**src/rtl/normalize_seq_ctrl.sv**
```systemverilog
// Iterative mantissa normaliser: shifts left one bit per cycle until the MSB is set,
// then reports the normalised mantissa, shift count and floored exponent.
module normalize_seq_ctrl #(
    parameter int unsigned WIDTH = 49,
    parameter int unsigned SH_W  = 9,
    parameter int unsigned EXP_W = 9
) (
    input  logic             clk,
    input  logic             rst_n,
    input  logic             start,
    input  logic [WIDTH-1:0] mant_in,
    input  logic [EXP_W-1:0] exp_in,
    output logic             busy,
    output logic             done,
    output logic [WIDTH-1:0] mant_out,
    output logic [SH_W-1:0]  shamt,
    output logic [EXP_W-1:0] exp_out,
    output logic             zero,
    output logic             underflow
);

    localparam int unsigned CMP_W = (SH_W > EXP_W) ? SH_W : EXP_W;

    typedef enum logic [1:0] {
        IDLE  = 2'd0,
        SHIFT = 2'd1,
        DONE  = 2'd2
    } state_t;

    state_t           state_q, state_d;
    logic [WIDTH-1:0] work_q,  work_d;
    logic [SH_W-1:0]  cnt_q,   cnt_d;
    logic [EXP_W-1:0] exp_q,   exp_d;
    logic             busy_q,  busy_d;
    logic             done_q,  done_d;
    logic [WIDTH-1:0] mant_q,  mant_d;
    logic [SH_W-1:0]  shamt_q, shamt_d;
    logic [EXP_W-1:0] expo_q,  expo_d;
    logic             zero_q,  zero_d;
    logic             unf_q,   unf_d;

    // Next-state and result computation; every register holds unless assigned.
    always_comb begin
        state_d = state_q;
        work_d  = work_q;
        cnt_d   = cnt_q;
        exp_d   = exp_q;
        busy_d  = busy_q;
        done_d  = 1'b0;
        mant_d  = mant_q;
        shamt_d = shamt_q;
        expo_d  = expo_q;
        zero_d  = zero_q;
        unf_d   = unf_q;

        case (state_q)
            IDLE: begin
                busy_d = 1'b0;
                if (start) begin
                    zero_d = 1'b0;
                    unf_d  = 1'b0;
                    busy_d = 1'b1;
                    if (mant_in == '0) begin
                        zero_d  = 1'b1;
                        mant_d  = '0;
                        shamt_d = '0;
                        expo_d  = exp_in;
                        done_d  = 1'b1;
                        state_d = DONE;
                    end else begin
                        work_d  = mant_in;
                        cnt_d   = '0;
                        exp_d   = exp_in;
                        state_d = SHIFT;
                    end
                end
            end
            SHIFT: begin
                if (work_q[WIDTH-1]) begin
                    mant_d  = work_q;
                    shamt_d = cnt_q;
                    done_d  = 1'b1;
                    state_d = DONE;
                    // Exponent floors at zero when more shifts were needed than it can absorb.
                    if (CMP_W'(cnt_q) > CMP_W'(exp_q)) begin
                        expo_d = '0;
                        unf_d  = 1'b1;
                    end else begin
                        expo_d = exp_q - EXP_W'(cnt_q);
                        unf_d  = 1'b0;
                    end
                end else begin
                    work_d = {work_q[WIDTH-2:0], 1'b0};
                    cnt_d  = cnt_q + SH_W'(1);
                end
            end
            DONE: begin
                busy_d  = 1'b0;
                state_d = IDLE;
            end
            default: begin
                busy_d  = 1'b0;
                state_d = IDLE;
            end
        endcase
    end

    always_ff @(posedge clk or negedge rst_n) begin
        if (!rst_n) begin
            state_q <= IDLE;
            work_q  <= '0;
            cnt_q   <= '0;
            exp_q   <= '0;
            busy_q  <= 1'b0;
            done_q  <= 1'b0;
            mant_q  <= '0;
            shamt_q <= '0;
            expo_q  <= '0;
            zero_q  <= 1'b0;
            unf_q   <= 1'b0;
        end else begin
            state_q <= state_d;
            work_q  <= work_d;
            cnt_q   <= cnt_d;
            exp_q   <= exp_d;
            busy_q  <= busy_d;
            done_q  <= done_d;
            mant_q  <= mant_d;
            shamt_q <= shamt_d;
            expo_q  <= expo_d;
            zero_q  <= zero_d;
            unf_q   <= unf_d;
        end
    end

    assign busy      = busy_q;
    assign done      = done_q;
    assign mant_out  = mant_q;
    assign shamt     = shamt_q;
    assign exp_out   = expo_q;
    assign zero      = zero_q;
    assign underflow = unf_q;

endmodule

```
**config.mk**
```make
export PLATFORM = sky130hd
export DESIGN_NAME = normalize_seq_ctrl
export DESIGN_NICKNAME = d
export VERILOG_FILES = /design/src/rtl/normalize_seq_ctrl.sv
export SDC_FILE = /design/constraint.sdc
export NUM_CORES = 1
export LEC_CHECK = 0
export CORE_MARGIN = 3
export CORE_UTILIZATION = 51
export CTS_CLUSTER_DIAMETER = 60
export CTS_CLUSTER_SIZE = 16
export DETAILED_ROUTE_END_ITERATION = 8
export HOLD_SLACK_MARGIN = 0.02
export PLACE_DENSITY = 0.83
export SLEW_MARGIN = 0
export SYNTH_ARGS = -nofsm -noshare
export SYNTH_HDL_FRONTEND = slang
export SYNTH_SLANG_ARGS = --single-unit
```
**constraint.sdc**
```tcl
create_clock -name clk -period 2.5 [get_ports clk]
set_input_delay 0.5 -clock clk [delete_from_list [all_inputs] [get_ports clk]]
set_output_delay 0.5 -clock clk [all_outputs]
set_load 0.01 [all_outputs]
```
==> impl_summary.md <==
Run status
The run finished with clean final reports.

STA
At the pin with the least slew margin, the transition time is approximately 0.57 ns. The accumulated negative setup slack is 0 ns. Clock skew on the completed layout was measured at ~0.0085 ns. Setup violations remaining at the end of the flow were counted as 0.

The final count of pins violating max slew was 0. The worst-case setup margin in the final layout is roughly 0.048 ns. The highest attainable clock frequency is 0.408 GHz.

The relative slew slack is 0.620. The worst path needs 2.45 ns of the cycle, external delays included. The count of final hold-check violations was 0.

The tightest hold path in the finished design has a slack of 0.0181 ns. The post-route clock period utilization is 0.981.

Setup path
The endpoint kind of the worst setup timing path is a flip-flop. In this run the worst path has a maximum fanout of 11. The data arrival at the endpoint of the critical path is 2.75 ns.

The required arrival time at the worst endpoint is ~2.8 ns. The kind of start point of the critical path is an input port. The critical path class is input port to flip-flop.

Floorplan
The floorplan step set the die width to around 120 um. The die area is 13800 um2. The effective utilization at floorplan is 0.524. The top-level I/O count is around 130. The chip height is between 100 and 150 um. The initialized floorplan defines 40 standard-cell rows. The total core area is between 10000 and 15000 um2.

Route
The number of vias in the routed layout is slightly below 6k. The average detailed-routed wire length per instance is approximately 19 um. Once detail routing completed, the nets flagged for antenna violations numbered 0. The wire length after detailed routing is roughly 18000 um. The iteration-0 DRC count of the detailed router is 721. The pre-antenna-repair detailed-routing pass consisted of 7 iterations. Using the TritonRoute via totals, the vias-per-cell ratio works out to between 5 and 6.

In the routed design, unresolved DRC markers number 0.

Final layout
The count of inserted antenna diode cells is 0. Once layout is complete, the utilization of the core stands at 0.727. The fraction of final layout cells sized beyond drive strength 1 is 0.137. Compared with the post-synthesis result, the final layout area differs by 38.6%.

After routing the design area is 8800 um2. The number of nets at the end of the flow is 862. The number of standard cells in the layout, taps in and fillers out is around 1000.

Power and ir drop
Of the total power, combinational logic draws 0.454. Dividing total power by cell area gives a power density of roughly 1400 nW/um2. The switching portion of total power is 0.377. Summing internal, switching and leakage power gives ~12 mW.

The worst vdd rail ir drop is ~0.8 mV. Of the total power, registers draw 0.343. Of the total power, the clock network draws 0.202. The power dissipated by switching net loads is roughly 4.6 mW. The cell internal power dissipation is 7.55 mW. The leakage power figure is 3.78 nW.

Synthesis
The number of distinct library cells after synthesis is 43. Averaged over all synthesized cells, the footprint is around 10 um2. The commonest cells after synthesis are 140 x dfrtp_1, 74 x nand2_1, 67 x a21oi_1. The number of enable flip-flop cells after synthesis is 0. When the netlist entered floorplanning its net count stood at around 700. The Yosys step of the flow raised 0 warnings. Synthesis handed over a netlist of between 600 and 700 instances. The flop and latch count out of synthesis is 140. The fraction of registers with async set/reset is 1.00. The primary flip-flop cell chosen by synthesis mapping is dfrtp_1. In the post-synthesis netlist, the cell with the most instances is dfrtp_1.

The proportion of synthesized chip area in sequential cells is 0.552. The post-synthesis instance area is about 6300 um2. The cell taking the most area after synthesis is dfrtp_1. In the post-synthesis netlist, the biggest area contributors are dfrtp_1 55%, a22o_1 6.8%, nor3b_1 5.6%, a21oi_1 5.3%, o21ai_0 5.0%. The top cell type's share of synthesized area is 0.552.

Clocking
TritonCTS built the clock tree. The clock latency of the later-clocked register in the worst-skew pair is 0.42 ns. The root buffer cell chosen for the clock tree is clkbuf_16. The number of buffers created by CTS is 17.

Counting along the longest clock path gives a buffer depth of 2. The number of H-tree branching levels is 4. The quantity of hold-fixing buffers added after cts is 0. The clock-pin transition on the worst setup and hold timing paths is roughly 0.06 ns.

The number of sinks on the clock net is 140.

Placed design
Summing all placed instances gives a cell area of 8190 um2. The HPWL after detailed placement is about 12000 um. The worst slack after detailed placement is -0.454 ns. At the end of routability-driven placement, the weighted congestion stood at approximately 0.9. Once placement completed, the tool counted placed cells totaling 937. The total of buffers placed on input and output ports is 131.

Global route
For this run, the total global-route usage over all layers was measured as 0.265. The number of antenna violations at the first check in global routing is 0. For this run the aggregate overflow at the end of global routing stands at 0. Entering global routing, the biggest net connects 60 pins. The number of global-route vias before repair was just under 6k. The wire length of the first global-routing pass is between 20000 and 30000 um.

Job
The number of maximum-capacitance violations is 0.

Hold path
The class of the tightest hold or removal check is input port to async pin.
-- power by group through the flow --
stage	combinational (mW)	sequential, mW	clock (mW)
3_3_place_gp	5.21	4.09	0
2_1_floorplan	3.09	4.12	0
6_report	5.51	4.17	2.46
3_5_place_dp	5.43	4.14	0
4_1_cts	5.49	4.13	2.48
5_1_grt	6.01	4.28	2.59
-- metal layers --
layer	track usage	share of wire	vias up
li1	-	-	2582
met1	0.332	0.40	2831
met2	0.443	0.50	317
met3	0.0639	0.074	51
met4	0.110	0.033	0
met5	0	0	-
-- final timing paths --
| kind | from | endpoint | slack, ns | cells after the start |
|---|---|---|---|---|
| setup reg to reg | cnt_q[4]$_DFFE_PN0P_ | exp_out[0]$_DFFE_PN0P_ | 0.26 | 8 |
| hold / removal | rst_n | mant_out[11]$_DFFE_PN0P_ | 0.02 | 1 |
| hold reg to reg | mant_out[48]$_DFFE_PN0P_ | mant_out[48]$_DFFE_PN0P_ | 0.48 | 2 |
| max in group asynchronous | rst_n | mant_out[39]$_DFFE_PN0P_ | 1.69 | 2 |
| min in group clk | mant_out[48]$_DFFE_PN0P_ | mant_out[48]$_DFFE_PN0P_ | 0.48 | 2 |
| setup / recovery | mant_in[8] | exp_q[8]$_DFFE_PN0P_ | 0.05 | 8 |
-- registers in the layout, indices dropped and copies added, names as in the netlist --
register   count
busy           1
work_q        49
exp_out        9
zero           1
done           1
exp_q          9
cnt_q          9
state_q        2
shamt          9
underflow      1
mant_out      49
-- worst max-delay path, cell delays in order --
cell and delay (ns):
clkdlybuf4s50_1 0.51, nor4_1 0.38, nand4_1 0.30, nor4_4 0.32
buf_4 0.19, nor2_1 0.07, buf_4 0.20, mux2_2 0.29
-- final cells by class --
cell class,instances,area (um2)
Timing Repair Buffer,191,1840
Sequential cell,140,3500
Tap cell,168,210
Clock inverter,12,121
Fill cell,823,3310
Multi-Input combinational cell,424,2610
Clock buffer,20,457
Inverter,16,60.1
-- layout by cell type, fill, tap and decap left out, drive strengths merged, types with 2 or more instances in the layout --
cell type and count:
clkinv 7, mux2 9, clkinvlp 3, nor4 13, a22o 49, buf 61, inv 16, o21ai 67
xnor2 6, nand3 15, clkdlybuf4s50 130, nor3 5, o211ai 2, nand2 74, clkbuf 20, bufinv 2
nand2b 3, ha 10, nor2 26, o22ai 2, a21oi 68, nor3b 47, a31oi 6, and2 3
dfrtp 140, nand4 5
-- what timing repair did --
item / 4_1_cts / 5_1_grt
pin swaps: 1 / 3
endpoints found under the setup margin: 15 / 24
gates resized for setup: 1 / 2
setup buffers: 0 / 2
-- kinds of logic after synthesis --
group / count (synthesis) / synth area share
DFF: 140 / 0.552
AOI/OAI and AO/OA: 204 / 0.198
xor gates and xnor gates: 7 / 0.00966
and+or+nand+nor: 193 / 0.158
buffers and inverters: 63 / 0.0428
adders and majority gates: 11 / 0.0229
muxes: 9 / 0.0160
No activity file was read; power rests on OpenSTA's default activity.
